### src/rtl/thirty_two_bit_divider.sv
// ============================================================================
// Module   : thirty_two_bit_divider
// Purpose  : Restoring divider that produces one quotient bit per cycle.
//            Define DIVIDER_SIGNED_EN to enable truncating signed division.
// Revision : 1.0 - initial release
// ============================================================================
`default_nettype none

module thirty_two_bit_divider #(
  parameter int WIDTH = 32
) (
  input  logic             clk,
  input  logic             reset,
  input  logic             start,
  input  logic             is_signed,
  input  logic [WIDTH-1:0] in1,
  input  logic [WIDTH-1:0] in2,
  output logic             busy,
  output logic             done,
  output logic [WIDTH-1:0] quotient,
  output logic [WIDTH-1:0] remainder,
  output logic             div_by_zero
);

  localparam logic [1:0] c_idle = 2'd0;
  localparam logic [1:0] c_busy = 2'd1;
  localparam logic [1:0] c_done = 2'd2;
  localparam int c_cnt_w = $clog2(WIDTH);
  localparam logic [c_cnt_w-1:0] c_last_step = c_cnt_w'(WIDTH - 1);

  logic [1:0]         r_state;
  logic [1:0]         w_state_next;
  logic [c_cnt_w-1:0] r_count;
  logic [WIDTH-1:0]   r_dividend;
  logic [WIDTH-1:0]   r_divisor;
  logic [WIDTH-1:0]   r_part_rem;
  logic [WIDTH-1:0]   r_part_quo;
  logic               r_zero;
  logic               w_accept;
  logic [WIDTH-1:0]   w_op1;
  logic [WIDTH-1:0]   w_op2;
  logic [WIDTH:0]     w_shift;
  logic [WIDTH+1:0]   w_diff;
  logic               w_fits;
  logic [WIDTH-1:0]   w_rem_step;
  logic [WIDTH-1:0]   w_quo_step;
  logic [WIDTH-1:0]   w_quo_final;
  logic [WIDTH-1:0]   w_rem_final;
  logic [1:0]         w_unused_bits;

  assign w_accept = start && ((r_state == c_idle) || (r_state == c_done));

  always_ff @(posedge clk) begin
    if (reset) r_state <= c_idle;
    else       r_state <= w_state_next;
  end

  always_comb begin
    w_state_next = r_state;
    case (r_state)
      c_idle:  if (start) w_state_next = c_busy;
      c_busy:  if (r_count == c_last_step) w_state_next = c_done;
      c_done:  w_state_next = start ? c_busy : c_idle;
      default: w_state_next = c_idle;
    endcase
  end

  always_comb begin
    busy = (r_state == c_busy);
    done = (r_state == c_done);
  end

  // One restoring step: the extra top bit of w_diff is the borrow/sign.
  assign w_shift       = {r_part_rem, r_dividend[WIDTH-1]};
  assign w_diff        = {1'b0, w_shift} - {2'b00, r_divisor};
  assign w_fits        = ~w_diff[WIDTH+1];
  assign w_rem_step    = w_fits ? w_diff[WIDTH-1:0] : w_shift[WIDTH-1:0];
  assign w_quo_step    = {r_part_quo[WIDTH-2:0], w_fits};
  assign w_unused_bits = {w_diff[WIDTH], r_part_quo[WIDTH-1]};

`ifdef DIVIDER_SIGNED_EN
  logic w_neg1;
  logic w_neg2;
  logic r_neg_quo;
  logic r_neg_rem;

  assign w_neg1 = is_signed & in1[WIDTH-1];
  assign w_neg2 = is_signed & in2[WIDTH-1];
  assign w_op1  = w_neg1 ? -in1 : in1;
  assign w_op2  = w_neg2 ? -in2 : in2;

  always_ff @(posedge clk) begin
    if (reset) begin
      r_neg_quo <= 1'b0;
      r_neg_rem <= 1'b0;
    end else if (w_accept) begin
      r_neg_quo <= w_neg1 ^ w_neg2;
      r_neg_rem <= w_neg1;
    end
  end

  // A zero divisor still leaves |in1| as remainder, so re-signing restores in1.
  assign w_quo_final = r_zero ? '1 : (r_neg_quo ? -w_quo_step : w_quo_step);
  assign w_rem_final = r_neg_rem ? -w_rem_step : w_rem_step;
`else
  logic w_unused_is_signed;

  assign w_unused_is_signed = is_signed;
  assign w_op1       = in1;
  assign w_op2       = in2;
  assign w_quo_final = w_quo_step;
  assign w_rem_final = w_rem_step;
`endif

  always_ff @(posedge clk) begin
    if (reset) begin
      r_count     <= '0;
      r_dividend  <= '0;
      r_divisor   <= '0;
      r_part_rem  <= '0;
      r_part_quo  <= '0;
      r_zero      <= 1'b0;
      quotient    <= '0;
      remainder   <= '0;
      div_by_zero <= 1'b0;
    end else if (w_accept) begin
      r_count    <= '0;
      r_dividend <= w_op1;
      r_divisor  <= w_op2;
      r_part_rem <= '0;
      r_part_quo <= '0;
      r_zero     <= (in2 == '0);
    end else if (r_state == c_busy) begin
      r_count    <= r_count + 1'b1;
      r_dividend <= {r_dividend[WIDTH-2:0], 1'b0};
      r_part_rem <= w_rem_step;
      r_part_quo <= w_quo_step;
      if (r_count == c_last_step) begin
        quotient    <= w_quo_final;
        remainder   <= w_rem_final;
        div_by_zero <= r_zero;
      end
    end
  end

endmodule

`default_nettype wire

### config.mk
export PLATFORM = sky130hd
export DESIGN_NAME = thirty_two_bit_divider
export DESIGN_NICKNAME = d
export VERILOG_FILES = /design/src/rtl/thirty_two_bit_divider.sv
export SDC_FILE = /design/constraint.sdc
export NUM_CORES = 1
export LEC_CHECK = 0
export BUFFER_PORTS_ARGS = -buffer_cell sky130_fd_sc_hd__buf_4
export CORE_MARGIN = 4
export CORE_UTILIZATION = 46
export CTS_CLUSTER_DIAMETER = 40
export CTS_CLUSTER_SIZE = 10
export DETAILED_ROUTE_END_ITERATION = 10
export GPL_TIMING_DRIVEN = 0
export PLACE_DENSITY = 0.69
export SLEW_MARGIN = 20
export SYNTH_ARGS = -nofsm -noshare
export SYNTH_HDL_FRONTEND = slang
export SYNTH_SLANG_ARGS = --single-unit
### constraint.sdc
create_clock -name clk -period 3 [get_ports clk]
set_clock_uncertainty 0.05 [all_clocks]
set_input_delay 0.3 -clock clk [delete_from_list [all_inputs] [get_ports clk]]
set_output_delay 0.3 -clock clk [all_outputs]
set_load 0.02 [all_outputs]
==> impl_metrics.py, run 1 <==
metrics = {
    "drt": {
        "drcViolationCount": 0,
        "wire_per_inst_um": 17.6,
        "dr.pass1.iters": 5,
        "via_count": 9130,
        "drt_iter0_drc": 525,
        "antenna_left": 0,
        "via_per_inst": 5.54,
        "drt_wl_total_um": 29100,
    },
    "critical_path": {
        "worstPathCellList": "inv_1 -> ha_1 -> buf_2 -> a21oi_1 -> o21a_1 -> o21ai_0 -> a21oi_1 -> o2111ai_1 -> a41o_1 -> and3_1 -> o31a_1 -> a211oi_1",
        "cpPeakStageDelay_ns": 0.34,
        "path_class": "reg2reg",
        "slowest_stage": "a21oi_1",
        "crit_start": "r_divisor[16]",
        "reg2reg_from": "r_divisor[16]",
        "cp.arrival_ns": 3.23,
        "critPathRequiredTime_ns": 3.31,
        "reg2reg_slack_ns": 0.08,
        "cp_num_buf_inv": 2,
        "ff2ff_path_depth": 12,
        "cp-start-kind": "flop",
        "critPathTopFamily": "compound AO/OA/AOI/OAI gates",
        "critPathCaptureType": "flop",
        "cp_max_fo": 7,
        "r2r-end": "remainder[31]",
        "path_common_cell": "a21oi_1",
    },
    "pwr": {
        "cellPowerDensity_nw_per_um2": 628,
        "power.leakage_nw": 4.63,
        "ir_drop_mv": 0.418,
        "finalPower_mw": 7.47,
    },
    "clock_network": {
        "clock_latency_ns": 0.45,
        "cts_hold_buf": 0,
        "htreeDepth": 4,
        "root_buffer": "clkbuf_16",
        "cts_tree": "yes",
        "clk_pin_slew_ns": 0.09,
        "clock_sinks": 200,
        "cts_buffer_depth": 2,
        "cts-buffers-inserted": 17,
    },
    "global_route": {
        "grt.overflow.total": 0,
        "grt_max_degree": 22,
        "antenna_found_initial": 0,
        "grt_pass1_wl_um": 45100,
        "grtUsageTotal_pct": 25.2,
        "grt_pass1_vias": 8675,
    },
    "die": {
        "start_util_pct": 47.4,
        "fp.dieW_um": 151,
        "core_region_area_um2": 19800,
        "rows": 51,
        "dieArea_um2": 22700,
        "dieHeight_um": 151,
        "io_pins": 135,
    },
    "timing": {
        "fin_crit_sh_pct": 97.5,
        "finalHoldViolations": 0,
        "slew_headroom_pct": 45.0,
        "tightest_slew_ns": 0.826,
        "rsz0062_at_grt": "yes",
        "report.final.slew_viol_count": 0,
        "min_period_ns": 2.92,
        "setup_slack_ns": 0.0756,
        "setup_viol": 0,
        "max_freq_mhz": 342,
        "finalSetupTns_ns": 0,
    },
    "run": {
        "cap_violations": 0,
    },
    "cells_and_area": {
        "drive_gt1_share_pct": 20.0,
        "seq_area_um2": 4020,
        "final_cells": 1649,
        "nets": 1474,
        "area_delta_synth_final_pct": 26.9,
        "n_antenna_cell": 0,
        "fin_util_pct": 60.2,
        "num-fill-cells": 1865,
        "multi_input_area_um2": 5280,
    },
    "hold_path": {
        "hp-start": "in2[1]",
        "hp-class": "in2reg",
        "min_path_cells": 3,
        "whs_endpoint": "r_divisor[1]",
    },
    "synth": {
        "syn_inst": 1207,
        "syn_avg_cell_area_um2": 7.77,
        "synth_cell_types": 60,
        "synth_ff_type": "dfxtp_1",
        "synth_area_leader_cell": "dfxtp_1",
        "yosys_register_bits": 200,
        "ys_warn_count": 0,
        "synth_seq_area_share_pct": 42.7,
        "async_reset_ff_share_pct": 0,
        "syn_area_um2": 9380,
        "yosysTopAreaCellShare_pct": 42.7,
        "synth_edf_count": 0,
        "synthTopCellsByArea": "dfxtp_1, nand2_1, a21oi_1",
        "synth_fp_nets": 1310,
    },
    "status": {
        "status": "finished, final reports clean",
    },
    "placement": {
        "gp_congestion": 0.932,
        "dp_cells": 1604,
        "pre_cts_ws_ns": -0.273,
        "dp_hpwl_um": 21200,
        "io_buffers": 132,
    },
}
## worst reg2reg max path: stages (launching register included)
cell,delay [ns]
dfxtp_1,0.33
inv_1,0.04
ha_1,0.28
buf_2,0.17
a21oi_1,0.34
o21a_1,0.18
o21ai_0,0.09
a21oi_1,0.27
o2111ai_1,0.14
a41o_1,0.25
and3_1,0.17
o31a_1,0.32
a211oi_1,0.22
## power breakdown
group	internal, mW	total [mW]	switching [mW]
combinational	0.979	2.32	1.34
sequential	2.76	2.83	0.0737
clock	1.13	2.32	1.19
## how the worst max path moves through the flow
stage	depth (start not counted)	slack, ns	end
4_1_cts	11	0.006	remainder[26]
3_5_place_dp	13	-0.27	remainder[26]
5_1_grt	12	-0.04	remainder[25]
2_1_floorplan	13	0.28	r_part_rem[26]
3_3_place_gp	13	-0.27	remainder[26]
6_report	12	0.08	remainder[31]
## state kept, by name (all words and copies together) (netlist names)
register     cells
r_divisor       32
r_state          2
r_count          5
quotient        32
r_part_quo      31
r_zero           1
remainder       32
div_by_zero      1
r_part_rem      32
r_dividend      32
## layer usage
layer | vias up | share of wire, % | global-route usage [%]
met3 | 46 | 6.2 | 5.09
met5 | - | 0 | 0
li1 | 4497 | - | -
met1 | 4312 | 44 | 33.5
met2 | 275 | 48 | 41.7
met4 | 0 | 2.4 | 7.34
## area by class of cell
cell class / instances / share of cell area [%]
inverters: 45 / 1.42
clock inverters: 14 / 1.44
multi-input cells: 878 / 44.3
clock buffers: 18 / 3.60
well taps: 265 / 2.79
flip-flops and latches: 200 / 33.7
repair buffers: 146 / 9.33
plain buffers: 83 / 3.36
## placed cells by master (no fill, tap or decap), types with 19 or more instances in the layout
cell / n
a21oi_1: 139
o21ai_0: 49
dfxtp_1: 189
nor3_1: 31
buf_4: 143
o22ai_1: 19
nor2_1: 114
clkbuf_1: 66
a211oi_1: 25
nand2_1: 251
ha_1: 22
inv_1: 41
## cells by family (layout without fill, tap and decap cells)
group                    after synthesis  count (layout)  share of synthesized area (%)
AO/OA/AOI/OAI                        329             329                           21.6
XOR/XNOR                              27              27                           2.52
adder cells (fa/ha/maj)               35              35                           4.75
buffers and inverters                129             306                           5.58
flip-flops                           200             200                           42.7
multiplexers                          19              19                           2.11
AND/OR/NAND/NOR                      468             468                           20.8
## synth_stat cells (all sizes together) (3+ instances only)
master and n:
xor2 10, o22ai 19, a211o 3, a21o 13, buf 17, nand3b 3, mux2i 13, a21oi 147
a31oi 8, o31a 4, a211oi 30, nor3 33, dfxtp 200, and3 5, a221oi 3, nor4 9
or3 3, clkbuf 67, ha 34, nor2b 4, o21ai 58, o21a 9, nor2 121, o211ai 3
nand2 253, nand2b 5, mux2 6, inv 45, nand3 14, a311oi 15, nand4 6, and2 5
xnor2 17
## metrics by stage
step / hold slack (ns) / area [um2]
2_1_floorplan: 0.375 / 9380
3_3_place_gp: 0.393 / 10700
3_5_place_dp: 0.398 / 10700
4_1_cts: 0.0500 / 11400
5_1_grt: 0.0585 / 11900
6_report: 0.0528 / 11900
## repair_timing
| item | 4_1_cts | 5_1_grt |
|---|---|---|
| setup endpoints to repair | 51 | 61 |
| setup buffers | 7 | 8 |
| gates resized for setup | 20 | 108 |
| pin swaps | 9 | 29 |
Note: power is estimated with default switching activity, not from simulation.
==> run 2, diff against run 1 <==
--- a/config.mk
+++ b/config.mk
@@ -7,12 +7,12 @@
 export LEC_CHECK = 0
 export BUFFER_PORTS_ARGS = -buffer_cell sky130_fd_sc_hd__buf_4
 export CORE_MARGIN = 4
-export CORE_UTILIZATION = 46
+export CORE_UTILIZATION = 57
 export CTS_CLUSTER_DIAMETER = 40
 export CTS_CLUSTER_SIZE = 10
 export DETAILED_ROUTE_END_ITERATION = 10
 export GPL_TIMING_DRIVEN = 0
-export PLACE_DENSITY = 0.69
+export PLACE_DENSITY = 0.83
 export SLEW_MARGIN = 20
 export SYNTH_ARGS = -nofsm -noshare
 export SYNTH_HDL_FRONTEND = slang
==> run 2 against run 1 <==
The run now ends with negative setup slack left. Count of clock-buffer cells in the layout down 1. Wire length up 2.8%. Utilization up 16 points. Sequential cell count unchanged. Critical path type unchanged.
==> impl_metrics.py, run 2 (synthesis results as in run 1) <==
metrics = {
    "clock_network": {
        "clock_sinks": 200,
        "cts-buffers-inserted": 17,
        "clk_pin_slew_ns": 0.08,
        "htreeDepth": 4,
        "root_buffer": "clkbuf_16",
        "clock_latency_ns": 0.44,
        "cts_buffer_depth": 2,
        "cts_tree": "yes",
        "cts_hold_buf": 0,
    },
    "die": {
        "io_pins": 135,
        "core_region_area_um2": 16000,
        "start_util_pct": 58.6,
        "dieArea_um2": 18600,
        "rows": 46,
        "fp.dieW_um": 136,
        "dieHeight_um": 136,
    },
    "placement": {
        "gp_congestion": 0.984,
        "io_buffers": 132,
        "placed_cell_area_um2": 10600,
        "dp_hpwl_um": 20500,
    },
    "critical_path": {
        "cp_max_fo": 7,
        "path_class": "reg2reg",
        "critPathTopFamily": "compound AO/OA/AOI/OAI gates",
        "critPathRequiredTime_ns": 3.31,
        "crit_start": "r_divisor[1]",
        "critPathCaptureType": "flop",
        "reg2reg_from": "r_divisor[1]",
        "worstPathCellList": "inv_1 -> ha_1 -> nor2b_4 -> o2111ai_4 -> nand2_2 -> a211o_4 -> a41oi_4 -> o21ai_4 -> buf_12 -> buf_4 -> nor3_4 -> a31oi_4 -> a211oi_2",
        "cp-start-kind": "flop",
        "cpPeakStageDelay_ns": 0.38,
        "slowest_stage": "a211o_4",
        "cp_num_buf_inv": 3,
        "cp.arrival_ns": 3.33,
    },
    "timing": {
        "min_period_ns": 3.02,
        "finalHoldViolations": 0,
        "report.final.slew_viol_count": 0,
        "tightest_slew_ns": 0.812,
        "slew_headroom_pct": 45.9,
        "setup_viol": 1,
        "setup_slack_ns": -0.0216,
        "fin_crit_sh_pct": 101,
        "max_freq_mhz": 331,
        "rsz0062_at_grt": "yes",
    },
    "status": {
        "status": "complete, but fails checks",
        "violations": "negative setup slack",
    },
    "cells_and_area": {
        "final_common_cell": "nand2_1",
        "nets": 1491,
        "most-common-layout-cells": "nand2_1, dfxtp_1, buf_4",
        "n_antenna_cell": 0,
        "design_area_um2": 12200,
        "drive_gt1_share_pct": 22.6,
        "area_delta_synth_final_pct": 29.9,
    },
    "drt": {
        "via_per_inst": 5.93,
        "drt_iter0_drc": 860,
        "antenna_left": 0,
        "dr.pass1.iters": 5,
        "wire_per_inst_um": 18.5,
        "drcViolationCount": 0,
        "drt_wl_total_um": 29900,
        "via_count": 9583,
    },
    "global_route": {
        "grtUsageTotal_pct": 30.1,
        "grt_max_degree": 21,
        "grt_pass1_vias": 8855,
        "grt_pass1_wl_um": 44100,
        "antenna_found_initial": 0,
        "grt.overflow.total": 0,
    },
    "hold_path": {
        "hp-start": "in2[12]",
        "hp-class": "in2reg",
    },
    "pwr": {
        "finalPower_mw": 7.79,
        "ir_drop_mv": 0.472,
        "cellPowerDensity_nw_per_um2": 639,
        "power.leakage_nw": 4.75,
    },
    "run": {
        "cap_violations": 0,
    },
}
[run 2: changes by cell type in the layout (fill, tap and decap cells not counted), sizes merged]
cell and delta:
bufinv +2, buf +16, clkinv -3, clkinvlp +2
[run 2: path summary, 6_finish.rpt]
| kind | end | slack [ns] | cells past startpoint |
|---|---|---|---|
| setup / recovery | remainder[30] | -0.02 | 13 |
| hold / removal | r_divisor[12] | 0.05 | 3 |
| setup reg to reg | remainder[30] | -0.02 | 13 |
| hold reg to reg | r_divisor[15] | 0.41 | 2 |
[run 2: what timing repair did]
item                                   CTS  global route
pin swaps                                3            45
setup buffers                            3            27
endpoints found under the hold margin    0             0
setup endpoints to repair               40            58
gates resized for setup                 14           148
cloned                                   0             1
[run 2: power by group]
group          total (mW)  internal (mW)  switching, mW
registers            2.84           2.76         0.0812
clock network        2.45           1.28           1.16
logic                2.51           1.08           1.43
total                7.79           5.12           2.67
[run 2: metal layers]
metal,track usage (%),vias up,wire length [um]
met5,0,-,0
met4,12.4,0,1130
met3,5.88,93,1840
met2,50.6,409,14600
met1,37.8,4555,12400
li1,-,4526,-
[run 2: layout make-up]
type,count,area [um2]
flip-flops and latches,200,4020
plain buffers,83,414
multi-input cells,878,5430
clock inverters,15,203
well taps,216,270
repair buffers,163,1250
inverters,45,169
clock buffers,17,425
fillers,1225,3810
[run 2: through the flow]
stage                     std cells  setup slack (ns)  setup TNS, ns  hold slack, ns  util, %
after floorplan                1207             0.277              0           0.375        -
after global placement         1555            -0.179          -2.01           0.392     66.5
after detailed placement       1555            -0.293          -3.26           0.396     66.5
after CTS                      1590           -0.0121        -0.0204          0.0574     70.9
after global routing           1617           -0.0828          -1.23          0.0448     76.2
final                          1617           -0.0216        -0.0216          0.0539     76.2
[run 2: tightest hold or removal path, delay by kind of cell]
kind | cells | cell delay, ns
AO/OA/AOI/OAI | 1 | 0.05
buffers and inverters | 1 | 0.11
AND/OR/NAND/NOR | 1 | 0.05
==> run 3, diff against run 2 <==
--- a/config.mk
+++ b/config.mk
@@ -6,6 +6,7 @@
 export NUM_CORES = 1
 export LEC_CHECK = 0
 export BUFFER_PORTS_ARGS = -buffer_cell sky130_fd_sc_hd__buf_4
+export CORE_ASPECT_RATIO = 0.6
 export CORE_MARGIN = 4
 export CORE_UTILIZATION = 57
 export CTS_CLUSTER_DIAMETER = 40
@@ -13,6 +14,7 @@
 export DETAILED_ROUTE_END_ITERATION = 10
 export GPL_TIMING_DRIVEN = 0
 export PLACE_DENSITY = 0.83
+export SETUP_SLACK_MARGIN = 0.2
 export SLEW_MARGIN = 20
 export SYNTH_ARGS = -nofsm -noshare
 export SYNTH_HDL_FRONTEND = slang
==> run 3 against run 2 <==
The flow still finishes with violations (negative setup slack). Largest power group is now combinational cells. Total power up 11%. Critical endpoint unchanged. Hold slack lost 0.030 ns. Global-route usage rose by 2.9 points.
==> impl_metrics.py, run 3 (synthesis results as in run 1) <==
metrics = {
    "status": {
        "status": "complete, but fails checks",
        "violations": "negative setup slack",
    },
    "timing": {
        "slew_headroom_pct": 29.5,
        "tightest_slew_ns": 1.06,
        "finalHoldViolations": 0,
        "rsz0062_at_grt": "yes",
        "min_period_ns": 3.08,
        "setup_slack_ns": -0.0818,
        "setup_viol": 11,
        "report.final.slew_viol_count": 0,
        "max_freq_mhz": 324,
        "fin_crit_sh_pct": 103,
    },
    "global_route": {
        "grt_pass1_wl_um": 49100,
        "grt_pass1_vias": 9246,
        "grtUsageTotal_pct": 32.9,
        "grt.overflow.total": 0,
        "grtUsageMet1_pct": 48.4,
        "grtUsageMet3_pct": 7.86,
        "antenna_found_initial": 0,
        "grt_util_met2_pct": 47.2,
        "top_usage_layer": "met1",
        "grt_max_degree": 21,
    },
    "hold_path": {
        "hp-start": "in2[12]",
        "hp-class": "in2reg",
    },
    "die": {
        "core_region_area_um2": 16200,
        "dieHeight_um": 107,
        "io_pins": 135,
        "start_util_pct": 58.0,
        "fp.dieW_um": 174,
        "dieArea_um2": 18600,
        "rows": 36,
    },
    "pwr": {
        "ir_drop_mv": 0.464,
        "p_seq_share_pct": 32.9,
        "switchingPower_mw": 3.23,
        "pwr-share-clk_pct": 27.5,
        "sw_frac_of_total_pct": 37.1,
        "power.leakage_nw": 5.08,
        "cellPowerDensity_nw_per_um2": 661,
        "p_int_mw": 5.46,
        "finalPower_mw": 8.69,
        "power_frac_comb_pct": 39.6,
    },
    "cells_and_area": {
        "area_delta_synth_final_pct": 40.0,
        "fin_util_pct": 81.2,
        "final_common_cell": "nand2_1",
        "drive_gt1_share_pct": 30.7,
        "most-common-layout-cells": "nand2_1, buf_4, dfxtp_1",
        "num-fill-cells": 1006,
        "n_antenna_cell": 0,
        "nets": 1538,
    },
    "drt": {
        "dr.pass1.iters": 7,
        "drt_iter0_drc": 1563,
        "drcViolationCount": 0,
        "via_per_inst": 6.41,
        "drt_wl_total_um": 36700,
        "wire_per_inst_um": 22.2,
        "via_count": 10615,
        "antenna_left": 0,
    },
    "critical_path": {
        "critPathTopFamily": "compound AO/OA/AOI/OAI gates",
        "cp-start-kind": "flop",
        "critPathRequiredTime_ns": 3.32,
        "path_common_cell": "buf_12",
        "cp_num_buf_inv": 2,
        "reg2reg_slack_ns": -0.08,
        "critPathCaptureType": "flop",
        "cpPeakStageDelay_ns": 0.45,
        "worstPathCellList": "ha_2 -> a21oi_2 -> o21a_1 -> o21ai_1 -> a211o_4 -> a41oi_4 -> o21ai_4 -> buf_12 -> buf_12 -> nor3_2 -> a31oi_2 -> a211oi_2",
        "cp_max_fo": 6,
        "reg2reg_from": "r_part_rem[5]",
        "cp.depth": 12,
        "slowest_stage": "dfxtp_1",
        "r2r-end": "remainder[30]",
        "ff2ff_path_depth": 12,
        "endpoint": "remainder[30]",
        "path_class": "reg2reg",
        "crit_start": "r_part_rem[5]",
        "cp.arrival_ns": 3.41,
    },
    "placement": {
        "io_buffers": 132,
        "dp_hpwl_um": 21900,
        "gp_congestion": 1.01,
        "pre_cts_ws_ns": -0.319,
    },
    "clock_network": {
        "cts-buffers-inserted": 17,
        "cts_buffer_depth": 2,
        "clk_pin_slew_ns": 0.09,
        "clock_latency_ns": 0.47,
        "htreeDepth": 4,
        "cts_tree": "yes",
        "cts_hold_buf": 0,
        "root_buffer": "clkbuf_16",
        "clock_sinks": 200,
    },
    "run": {
        "cap_violations": 0,
    },
}
run 3: final cells by class:
| type | instances | area [um2] | share of cell area (%) |
|---|---|---|---|
| clock inverter | 13 | 154 | 1.17 |
| tap | 209 | 262 | 1.99 |
| timing repair buffer | 209 | 1710 | 13.0 |
| multi-input combinational | 878 | 5920 | 45.1 |
| inverter | 45 | 169 | 1.29 |
| clock buffer | 19 | 443 | 3.37 |
| sequential | 200 | 4040 | 30.8 |
| buffer | 84 | 440 | 3.35 |
run 3: tightest hold or removal path, cell delays in order:
cell	delay, ns
buf_4	0.11
nand2_1	0.05
a21oi_1	0.05
run 3: how the worst min path moves through the flow:
stage / cells after the start / endpoint / slack (ns)
floorplan: 2 / r_zero / 0.37
global placement: 2 / quotient[31] / 0.39
detailed placement: 2 / quotient[26] / 0.40
CTS: 3 / r_divisor[12] / 0.05
global route: 3 / r_divisor[9] / 0.04
finish: 3 / r_divisor[12] / 0.02
run 3: metrics by stage:
step | hold WS [ns] | instance area [um2] | std cells | TNS (ns)
after CTS | 0.0455 | 11900 | 1614 | 0
after global placement | 0.392 | 10600 | 1548 | -4.05
after detailed placement | 0.398 | 10600 | 1548 | -9.29
after floorplan | 0.375 | 9380 | 1207 | 0
after global routing | 0.0365 | 13100 | 1657 | -1.70
final | 0.0244 | 13100 | 1657 | -0.326
run 3: what timing repair did:
item / 4_1_cts / 5_1_grt
gates resized for setup: 106 / 187
endpoints found under the setup margin: 62 / 66
cloned: 0 / 3
pin swaps: 39 / 65
buffers inserted: 34 / 40
run 3: power by group through the flow:
stage	clock network (mW)	logic (mW)	registers (mW)
CTS	2.32	2.30	2.83
global route	2.46	3.55	2.87
floorplan	0	1.34	2.86
finish	2.39	3.44	2.86
detailed placement	0	1.84	2.88
global placement	0	1.81	2.88
run 3: routing by layer:
| metal | routed length [um] | vias to the layer above |
|---|---|---|
| met5 | 0 | - |
| li1 | - | 4615 |
| met1 | 14500 | 4923 |
| met2 | 15200 | 847 |
| met3 | 5080 | 230 |
| met4 | 1930 | 0 |
